**src/rtl/raymarch_scheduler.sv**
```systemverilog
// raymarch_scheduler: raster-order dispatcher for a bank of raymarch cores,
// collecting finished colours into a single-entry frame-buffer write register.
module raymarch_scheduler #(
    parameter int WIDTH = 1280,
    parameter int HEIGHT = 720,
    parameter int NUM_CORES = 4,
    localparam int XW = $clog2(WIDTH),
    localparam int YW = $clog2(HEIGHT),
    localparam int AW = $clog2(WIDTH * HEIGHT)
) (
    input  logic                    clk_pixel_in,
    input  logic                    rst_in,
    input  logic                    start_in,
    output logic                    busy_out,
    output logic                    frame_done_out,
    output logic [NUM_CORES-1:0]    core_start_out,
    output logic [NUM_CORES*XW-1:0] core_x_out,
    output logic [NUM_CORES*YW-1:0] core_y_out,
    input  logic [NUM_CORES-1:0]    core_done_in,
    input  logic [NUM_CORES*24-1:0] core_rgb_in,
    output logic [AW-1:0]           fb_addr_out,
    output logic [23:0]             fb_data_out,
    output logic                    fb_valid_out,
    input  logic                    fb_ready_in
);
    localparam int IW = NUM_CORES > 1 ? $clog2(NUM_CORES) : 1;

    typedef enum logic [1:0] {S_IDLE, S_RUN, S_DRAIN} state_t;
    // C_OUT: result sits in the output register, core not reusable until accepted
    typedef enum logic [1:0] {C_FREE, C_BUSY, C_PEND, C_OUT} core_t;

    state_t                  state_q, state_d;
    core_t                   st_q [NUM_CORES];
    core_t                   st_d [NUM_CORES];
    logic [XW-1:0]           x_q, x_d;
    logic [YW-1:0]           y_q, y_d;
    logic [XW-1:0]           tag_x_q [NUM_CORES];
    logic [XW-1:0]           tag_x_d [NUM_CORES];
    logic [YW-1:0]           tag_y_q [NUM_CORES];
    logic [YW-1:0]           tag_y_d [NUM_CORES];
    logic [23:0]             res_q [NUM_CORES];
    logic [23:0]             res_d [NUM_CORES];
    logic [NUM_CORES-1:0]    core_start_q, core_start_d;
    logic [NUM_CORES*XW-1:0] core_x_q, core_x_d;
    logic [NUM_CORES*YW-1:0] core_y_q, core_y_d;
    logic [AW-1:0]           fb_addr_q, fb_addr_d;
    logic [23:0]             fb_data_q, fb_data_d;
    logic                    fb_valid_q, fb_valid_d;
    logic [IW-1:0]           out_idx_q, out_idx_d;
    logic [IW-1:0]           rr_q, rr_d;
    logic                    busy_q, busy_d;
    logic                    done_q, done_d;
    logic                    accept, free_found, pend_found, all_free, last_x, last_y;
    logic [IW-1:0]           free_idx, pend_idx;

    assign busy_out       = busy_q;
    assign frame_done_out = done_q;
    assign core_start_out = core_start_q;
    assign core_x_out     = core_x_q;
    assign core_y_out     = core_y_q;
    assign fb_addr_out    = fb_addr_q;
    assign fb_data_out    = fb_data_q;
    assign fb_valid_out   = fb_valid_q;

    assign accept = fb_valid_q && fb_ready_in;
    assign last_x = x_q == XW'(WIDTH - 1);
    assign last_y = y_q == YW'(HEIGHT - 1);

    always_comb begin
        free_found = 1'b0;
        free_idx   = '0;
        pend_found = 1'b0;
        pend_idx   = '0;
        all_free   = 1'b1;
        for (int i = NUM_CORES - 1; i >= 0; i--) begin
            if (st_q[i] == C_FREE) begin
                free_found = 1'b1;
                free_idx   = IW'(i);
            end
            all_free = all_free & (st_q[i] == C_FREE);
        end
        // scanning downwards leaves the first PENDING core at or after rr_q
        for (int k = NUM_CORES - 1; k >= 0; k--) begin
            if (st_q[IW'((int'(rr_q) + k) % NUM_CORES)] == C_PEND) begin
                pend_found = 1'b1;
                pend_idx   = IW'((int'(rr_q) + k) % NUM_CORES);
            end
        end
    end

    always_comb begin
        state_d      = state_q;
        x_d          = x_q;
        y_d          = y_q;
        st_d         = st_q;
        tag_x_d      = tag_x_q;
        tag_y_d      = tag_y_q;
        res_d        = res_q;
        core_start_d = '0;
        core_x_d     = core_x_q;
        core_y_d     = core_y_q;
        fb_addr_d    = fb_addr_q;
        fb_data_d    = fb_data_q;
        fb_valid_d   = fb_valid_q;
        out_idx_d    = out_idx_q;
        rr_d         = rr_q;
        done_d       = 1'b0;
        for (int i = 0; i < NUM_CORES; i++) begin
            if (core_done_in[i] && st_q[i] == C_BUSY) begin
                st_d[i]  = C_PEND;
                res_d[i] = core_rgb_in[i*24 +: 24];
            end
        end
        if (accept) begin
            st_d[out_idx_q] = C_FREE;
            fb_valid_d      = 1'b0;
        end
        if ((!fb_valid_q || accept) && pend_found) begin
            st_d[pend_idx] = C_OUT;
            out_idx_d      = pend_idx;
            fb_valid_d     = 1'b1;
            fb_addr_d      = AW'(tag_y_q[pend_idx]) * AW'(WIDTH) + AW'(tag_x_q[pend_idx]);
            fb_data_d      = res_q[pend_idx];
            rr_d           = (int'(pend_idx) == NUM_CORES - 1) ? '0 : pend_idx + IW'(1);
        end
        if (state_q == S_IDLE && start_in) begin
            state_d = S_RUN;
        end
        if (state_q == S_RUN && free_found) begin
            core_start_d[free_idx]                 = 1'b1;
            core_x_d[int'(free_idx)*XW +: XW]      = x_q;
            core_y_d[int'(free_idx)*YW +: YW]      = y_q;
            tag_x_d[free_idx]                      = x_q;
            tag_y_d[free_idx]                      = y_q;
            st_d[free_idx]                         = C_BUSY;
            x_d     = last_x ? '0 : x_q + XW'(1);
            y_d     = last_x ? (last_y ? '0 : y_q + YW'(1)) : y_q;
            state_d = (last_x && last_y) ? S_DRAIN : S_RUN;
        end
        if (state_q == S_DRAIN && all_free && !fb_valid_q) begin
            state_d = S_IDLE;
            done_d  = 1'b1;
        end
        busy_d = state_d != S_IDLE;
    end

    always_ff @(posedge clk_pixel_in or negedge rst_in) begin
        if (!rst_in) begin
            state_q      <= S_IDLE;
            x_q          <= '0;
            y_q          <= '0;
            st_q         <= '{default: C_FREE};
            tag_x_q      <= '{default: '0};
            tag_y_q      <= '{default: '0};
            res_q        <= '{default: '0};
            core_start_q <= '0;
            core_x_q     <= '0;
            core_y_q     <= '0;
            fb_addr_q    <= '0;
            fb_data_q    <= '0;
            fb_valid_q   <= 1'b0;
            out_idx_q    <= '0;
            rr_q         <= '0;
            busy_q       <= 1'b0;
            done_q       <= 1'b0;
        end else begin
            state_q      <= state_d;
            x_q          <= x_d;
            y_q          <= y_d;
            st_q         <= st_d;
            tag_x_q      <= tag_x_d;
            tag_y_q      <= tag_y_d;
            res_q        <= res_d;
            core_start_q <= core_start_d;
            core_x_q     <= core_x_d;
            core_y_q     <= core_y_d;
            fb_addr_q    <= fb_addr_d;
            fb_data_q    <= fb_data_d;
            fb_valid_q   <= fb_valid_d;
            out_idx_q    <= out_idx_d;
            rr_q         <= rr_d;
            busy_q       <= busy_d;
            done_q       <= done_d;
        end
    end
endmodule
```
**config.mk**
```make
export PLATFORM = sky130hd
export DESIGN_NAME = raymarch_scheduler
export DESIGN_NICKNAME = d
export VERILOG_FILES = /design/src/rtl/raymarch_scheduler.sv
export SDC_FILE = /design/constraint.sdc
export NUM_CORES = 1
export LEC_CHECK = 0
export ABC_AREA = 0
export BUFFER_PORTS_ARGS = -buffer_cell sky130_fd_sc_hd__buf_2
export CAP_MARGIN = 5
export CORE_ASPECT_RATIO = 2
export CORE_MARGIN = 3
export CORE_UTILIZATION = 55
export CTS_BUF_LIST = sky130_fd_sc_hd__clkbuf_8
export DETAILED_ROUTE_END_ITERATION = 10
export GPL_TIMING_DRIVEN = 0
export PLACE_DENSITY = 0.73
export SLEW_MARGIN = 25
export SYNTH_ARGS = -nofsm -noshare
export SYNTH_HDL_FRONTEND = slang
export SYNTH_SLANG_ARGS = --single-unit
export TNS_END_PERCENT = 30
```
**constraint.sdc**
```tcl
create_clock -name clk_pixel_in -period 4.6 [get_ports clk_pixel_in]
set_input_delay 0.23 -clock clk_pixel_in [delete_from_list [all_inputs] [get_ports clk_pixel_in]]
set_output_delay 0.23 -clock clk_pixel_in [all_outputs]
set_load 0.02 [all_outputs]
```
==> flow_summary.yaml, run 1 <==
critical_path:
  setup.worst_path.class: "flop to flop"
  crit_path_max_fanout: 11
  slowest_delay_ns: 0.44
  crit_path_end: "fb_addr_out[19]"
  cp.arrival_ns: 4.99
  reg2regPathDepth: 19
  cp.depth: 19
  crit_path_top_delay_cell: "dfrtp_1"
  crit_path_end_kind: "flop"
  reg2reg_from: "st_q[0]"
  cp_cell_sequence: "nand2b_2, a221oi_2, o21a_1, buf_6, inv_2, buf_4, buf_4, nand2_1, a31oi_4, ha_1, ha_1, fa_1, and3_1, o211ai_1, nand3_1, xnor2_2, a2111oi_4, xnor3_1, o21ai_1"
  startpoint_type: "flop"
  cp_num_buf_inv: 4
  worstPathRequired_ns: 5.10
  startpoint: "st_q[0]"
  r2r-end: "fb_addr_out[19]"
  r2r_slack_ns: 0.11
  path_delay_family: "compound AO/OA/AOI/OAI gates"
sta:
  fin_crit_ns: 4.49
  slew_violations: 0
  worstMarginPinSlew_ns: 1.13
  clock.fmax_mhz: 223
  setup_tns_ns: 0
  hold_viol: 0
  final.period_utilization_pct: 97.6
  skew_ns: 0.0268
  setup_viol: 0
  maxSlewHeadroom_pct: 24.2
power_and_ir_drop:
  switching_share_pct: 44.5
  ir_drop_v: 0.000365
  powerDensity_nw_per_um2: 703
  total_power_w: 0.0139
  power_frac_comb_pct: 49.4
  leakage_nw: 9.89
  internal-power_w: 0.00774
  seq_power_share_pct: 32.6
  p_clk_share_pct: 18.0
  switching_power_w: 0.00620
floorplan:
  start_util_pct: 56.2
  die_area_um2: 31200
  fp.dieH_um: 247
  pin_count: 239
  core_area_um2: 28400
  die_x_um: 126
  num_rows: 87
placed_design:
  portBuffers: 238
  hpwl_mm: 33.1
  place_congestion: 0.912
routing:
  ant_nets: 0
  vias: 13400
  routed_wl_mm: 47.7
  vias_per_cell: 5.74
  wl_per_cell_um: 20.4
  initialDrtViolationCount: 784
  dr.pass1.iters: 8
  drc_errors: 0
synth:
  synth.net_count: 1681
  syn-instance-count: 1551
  async_flop_share_pct: 100
  seq_area_frac_synth_pct: 54.9
  ys_warn_count: 0
  ys_seq_elements: 350
  synth.cell_area_um2: 16000
  synth-edff-count: 0
  avgSynthCellArea_um2: 10.3
  ys_types: 59
  yosys_most_used_dff: "dfrtp_1"
clock_network:
  cts.path.max_buffers: 3
  clock-sinks: 350
  cts_buffers: 49
  insertion_delay_ns: 0.60
  path_clk_slew_ns: 0.07
  cts_root_buf: "clkbuf_8"
  cts_tree: "yes"
  htree_levels: 2
global_routing:
  antenna_found_initial: 2
  grt_pass1_wl_mm: 74.3
  grt.overflow.total: 0
  grt_pass1_vias: 14000
  grt_start_max_net_pins: 97
  gr-usage-all-layers_pct: 30.1
cells_and_area:
  drive_gt1_share_pct: 26.4
  nets: 2076
  syn2layout_area_growth_pct: 24.3
  n_fill_cell: 2116
run:
  cap_violations: 0
min_path:
  min_path_type: "primary input to flop"
outcome:
  status: "completed"
==> power groups by stage <==
stage	sequential [W]	combinational [W]	clock [W]
after global placement	0.00451	0.00637	0
after CTS	0.00450	0.00665	0.00254
after floorplan	0.00474	0.00412	0
after global routing	0.00462	0.00746	0.00267
after detailed placement	0.00455	0.00652	0
final	0.00454	0.00689	0.00251
==> cells by family (layout without fill, tap and decap cells) <==
family / count (synthesis) / after routing / synth area share (%)
other: 0 / 2 / 0
xor gates and xnor gates: 31 / 31 / 1.79
buffers and inverters: 128 / 558 / 3.40
muxes: 169 / 169 / 11.8
AOI/OAI and AO/OA: 243 / 243 / 10.2
DFF: 350 / 350 / 54.9
and+or+nand+nor: 604 / 604 / 15.8
adders and majority gates: 26 / 26 / 2.13
==> area by class of cell <==
| cell class | instances | area, um2 | share of cell area (%) |
|---|---|---|---|
| flip-flops and latches | 350 | 8760 | 44.2 |
| multi-input cells | 1073 | 6730 | 33.9 |
| repair buffers | 346 | 2320 | 11.7 |
| clock buffers | 62 | 853 | 4.30 |
| plain buffers | 103 | 469 | 2.37 |
| well taps | 356 | 445 | 2.25 |
| clock inverters | 24 | 160 | 0.808 |
| inverters | 23 | 90.1 | 0.454 |
| diodes | 2 | 5.00 | 0.0252 |
==> routing by layer <==
metal  routed length (um)  share of wire, %  global-route usage (%)  vias to the layer above
met5                    0                 0                       0                        -
met4                 2320               4.9                    13.7                        0
li1                     -                 -                       -                     6078
met2                25800                54                    56.3                      583
met3                 2920               6.1                    4.82                      169
met1                16600                35                    32.8                     6600
==> cells in the final DEF, fill, tap and decap left out, drive strengths merged, types with 34 or more instances in the layout <==
| cell type | n |
|---|---|
| clkbuf | 126 |
| nand2 | 440 |
| a22o | 61 |
| buf | 286 |
| o21ai | 118 |
| dfrtp | 350 |
| inv | 34 |
| dlygate4sd3 | 99 |
| nand3 | 57 |
| nor2 | 42 |
| mux2 | 145 |
==> cell usage after synthesis (9+ instances only) <==
master | n | area, um2
a21oi_1 | 10 | 50.1
a22o_1 | 61 | 534
buf_2 | 29 | 145
clkbuf_1 | 64 | 240
dfrtp_1 | 350 | 8760
ha_1 | 24 | 300
inv_1 | 18 | 67.6
mux2_2 | 144 | 1620
mux2i_1 | 24 | 240
nand2_1 | 440 | 1650
nand2b_1 | 13 | 81.3
nand3_1 | 57 | 285
nand4_1 | 9 | 56.3
nor2_1 | 42 | 158
nor3_1 | 9 | 45.0
o21ai_0 | 112 | 561
xnor2_1 | 13 | 114
xor2_1 | 17 | 149
==> tightest hold or removal path: stages <==
cell     delay [ns]
buf_2          0.09
a21o_1         0.11
o31ai_1        0.06
a21oi_1        0.13
==> sequential cells by signal, indices dropped and copies added, names as in the netlist, 4 cells and up <==
register / flops
core_start_out: 4
st_q: 8
tag_x_q: 44
tag_y_q: 40
core_x_out: 44
y_q: 10
fb_data_out: 24
x_q: 11
fb_addr_out: 20
core_y_out: 40
res_q: 96
==> repair_timing <==
action | CTS | global route
endpoints found under the setup margin | 2 | 3
hold buffers | 99 | 0
resized for setup | 7 | 16
pin swaps | 1 | 4
endpoints found under the hold margin | 169 | 0
setup buffers | 1 | 5
==> per-stage QoR <==
stage	setup slack, ns	cells	util, %	cell area (um2)	hold WS [ns]
final	0.110	2339	69.8	19800	0.0813
after CTS	0.0162	2333	69.4	19700	0.0548
after floorplan	0.513	1551	-	16000	-0.0656
after global placement	-3.29	2145	61.9	17600	0.458
after detailed placement	-0.350	2148	62.3	17700	0.243
after global routing	-0.0311	2339	69.8	19800	0.107
==> how the worst min path moves through the flow <==
stage | from | depth (start not counted) | endpoint | slack, ns
2_1_floorplan | rst_in | 0 | busy_out | -0.07
3_3_place_gp | tag_x_q[40] | 2 | tag_x_q[40] | 0.46
4_1_cts | core_done_in[0] | 4 | st_q[7] | 0.05
6_report | core_done_in[0] | 4 | st_q[7] | 0.08
5_1_grt | core_done_in[0] | 4 | st_q[7] | 0.11
3_5_place_dp | rst_in | 1 | fb_data_out[3] | 0.24
Power figures use the tool's default switching activity.
==> run 2, diff against run 1 <==
==> constraint.sdc (replaced) <==
create_clock -name clk_pixel_in -period 4.6 [get_ports clk_pixel_in]
set_input_delay 0.69 -clock clk_pixel_in [delete_from_list [all_inputs] [get_ports clk_pixel_in]]
set_output_delay 0.69 -clock clk_pixel_in [all_outputs]
set_load 0.02 [all_outputs]
==> flow_summary.yaml, run 2 (synthesis gave the netlist of run 1 again) <==
sta:
  skew_ns: 0.0257
  maxSlewHeadroom_pct: 24.0
  final.period_utilization_pct: 97.8
  setup_viol: 0
  fin_crit_ns: 4.50
  hold_viol: 0
  slew_violations: 0
  worstMarginPinSlew_ns: 1.13
  timing.final.ws_setup_ns: 0.100
  clock.fmax_mhz: 222
cells_and_area:
  regArea_um2: 8760
  largest_register_ffs: 96
  layout_common_cells: "nand2_1, dfrtp_1, buf_2"
  multiInputGateArea_um2: 6730
  regMostFlops: "res_q"
  final_common_cell: "nand2_1"
  fin_cells: 2240
  n_fill_cell: 2303
  syn2layout_area_growth_pct: 18.1
  nets: 1977
  final_core_utilization_pct: 66.3
  drive_gt1_share_pct: 27.7
outcome:
  status: "completed"
clock_network:
  cts_buffers: 49
  insertion_delay_ns: 0.59
  cts_tree: "yes"
  cts.path.max_buffers: 3
  cts_root_buf: "clkbuf_8"
  hold_buffers: 0
  path_clk_slew_ns: 0.07
  clock-sinks: 350
  htree_levels: 2
min_path:
  min_path_type: "primary input to async pin"
global_routing:
  grt_pass1_vias: 13200
  grt_pass1_wl_mm: 70.1
  gr-usage-all-layers_pct: 28.4
  grt_start_max_net_pins: 97
  antenna_found_initial: 2
  grt.overflow.total: 0
floorplan:
  core_area_um2: 28400
  die_x_um: 126
  fp.dieH_um: 247
  die_area_um2: 31200
  pin_count: 239
  start_util_pct: 56.2
  num_rows: 87
routing:
  vias_per_cell: 5.71
  initialDrtViolationCount: 683
  wl_per_cell_um: 20.1
  dr.pass1.iters: 5
  vias: 12800
  routed_wl_mm: 45.0
  drc_errors: 0
  ant_nets: 0
critical_path:
  startpoint_type: "flop"
  setup.worst_path.class: "flop to flop"
  crit_path_end_kind: "flop"
  worstPathRequired_ns: 5.10
  cp.arrival_ns: 5.00
  crit_path_max_fanout: 11
run:
  cap_violations: 0
placed_design:
  portBuffers: 238
  dp.cells: 2148
  hpwl_mm: 33.1
  place_congestion: 0.912
  place_ws_ns: -0.350
power_and_ir_drop:
  powerDensity_nw_per_um2: 728
  leakage_nw: 9.47
  ir_drop_v: 0.000367
## run 2: worst max-delay path: stages (launching register included)
cell       delay (ns)
dfrtp_2          0.44
nand2b_1         0.21
a221oi_2         0.30
o21a_1           0.15
buf_6            0.18
inv_2            0.08
buf_4            0.19
buf_4            0.20
nand2_1          0.12
a31oi_4          0.11
ha_1             0.23
ha_1             0.20
fa_1             0.41
and3_1           0.19
o211ai_1         0.25
nand3_1          0.18
xnor2_2          0.21
a2111oi_4        0.36
xnor3_1          0.27
o21ai_1          0.12
## run 2: layout make-up
cell class	instances	share of cell area [%]
flip-flops and latches	350	46.5
multi-input cells	1073	35.7
repair buffers	247	7.05
clock buffers	62	4.53
plain buffers	103	2.49
well taps	356	2.36
clock inverters	24	0.850
inverters	23	0.478
diodes	2	0.0266
## run 2: path summary, 6_finish.rpt
check | start | to | slack (ns) | cells past startpoint
worst max-delay path | st_q[4] | fb_addr_out[19] | 0.10 | 19
worst min-delay path | rst_in | res_q[48] | 0.09 | 1
worst max register to register | st_q[4] | fb_addr_out[19] | 0.10 | 19
worst min register to register | tag_y_q[34] | tag_y_q[34] | 0.48 | 2
max in group asynchronous | rst_in | fb_addr_out[5] | 3.20 | 3
min in group clk_pixel_in | core_rgb_in[86] | res_q[14] | 0.33 | 2
## run 2: power by group
part	switching, W	internal (W)	leakage, nW
clock	0.00118	0.00132	0.570
sequential	0.000518	0.00400	4.52
combinational	0.00435	0.00235	4.38
total	0.00604	0.00768	9.47
## run 2: layer usage
metal / vias up / wire, um / GRT usage [%]
met5: - / 0 / 0
met1: 6288 / 15700 / 31.2
met4: 0 / 1990 / 12.5
li1: 5877 / - / -
met3: 138 / 2780 / 4.52
met2: 478 / 24500 / 53.3
## run 2: per-stage QoR
step	hold WS, ns	instance area (um2)	TNS (ns)	total power, W
after floorplan	0.394	16000	0	0.00886
after global placement	0.458	17600	-1299.02	0.0109
after detailed placement	0.462	17700	-0.354	0.0111
after CTS	0.0735	18700	0	0.0136
after global routing	0.102	18800	-0.0364	0.0146
final	0.0859	18800	0	0.0137
## run 2: repair_timing
item                                   4_1_cts  5_1_grt
gates resized for setup                      7       16
endpoints found under the hold margin        0        0
pin swaps                                    1        4
setup endpoints to repair                    2        2
setup buffers                                1        5
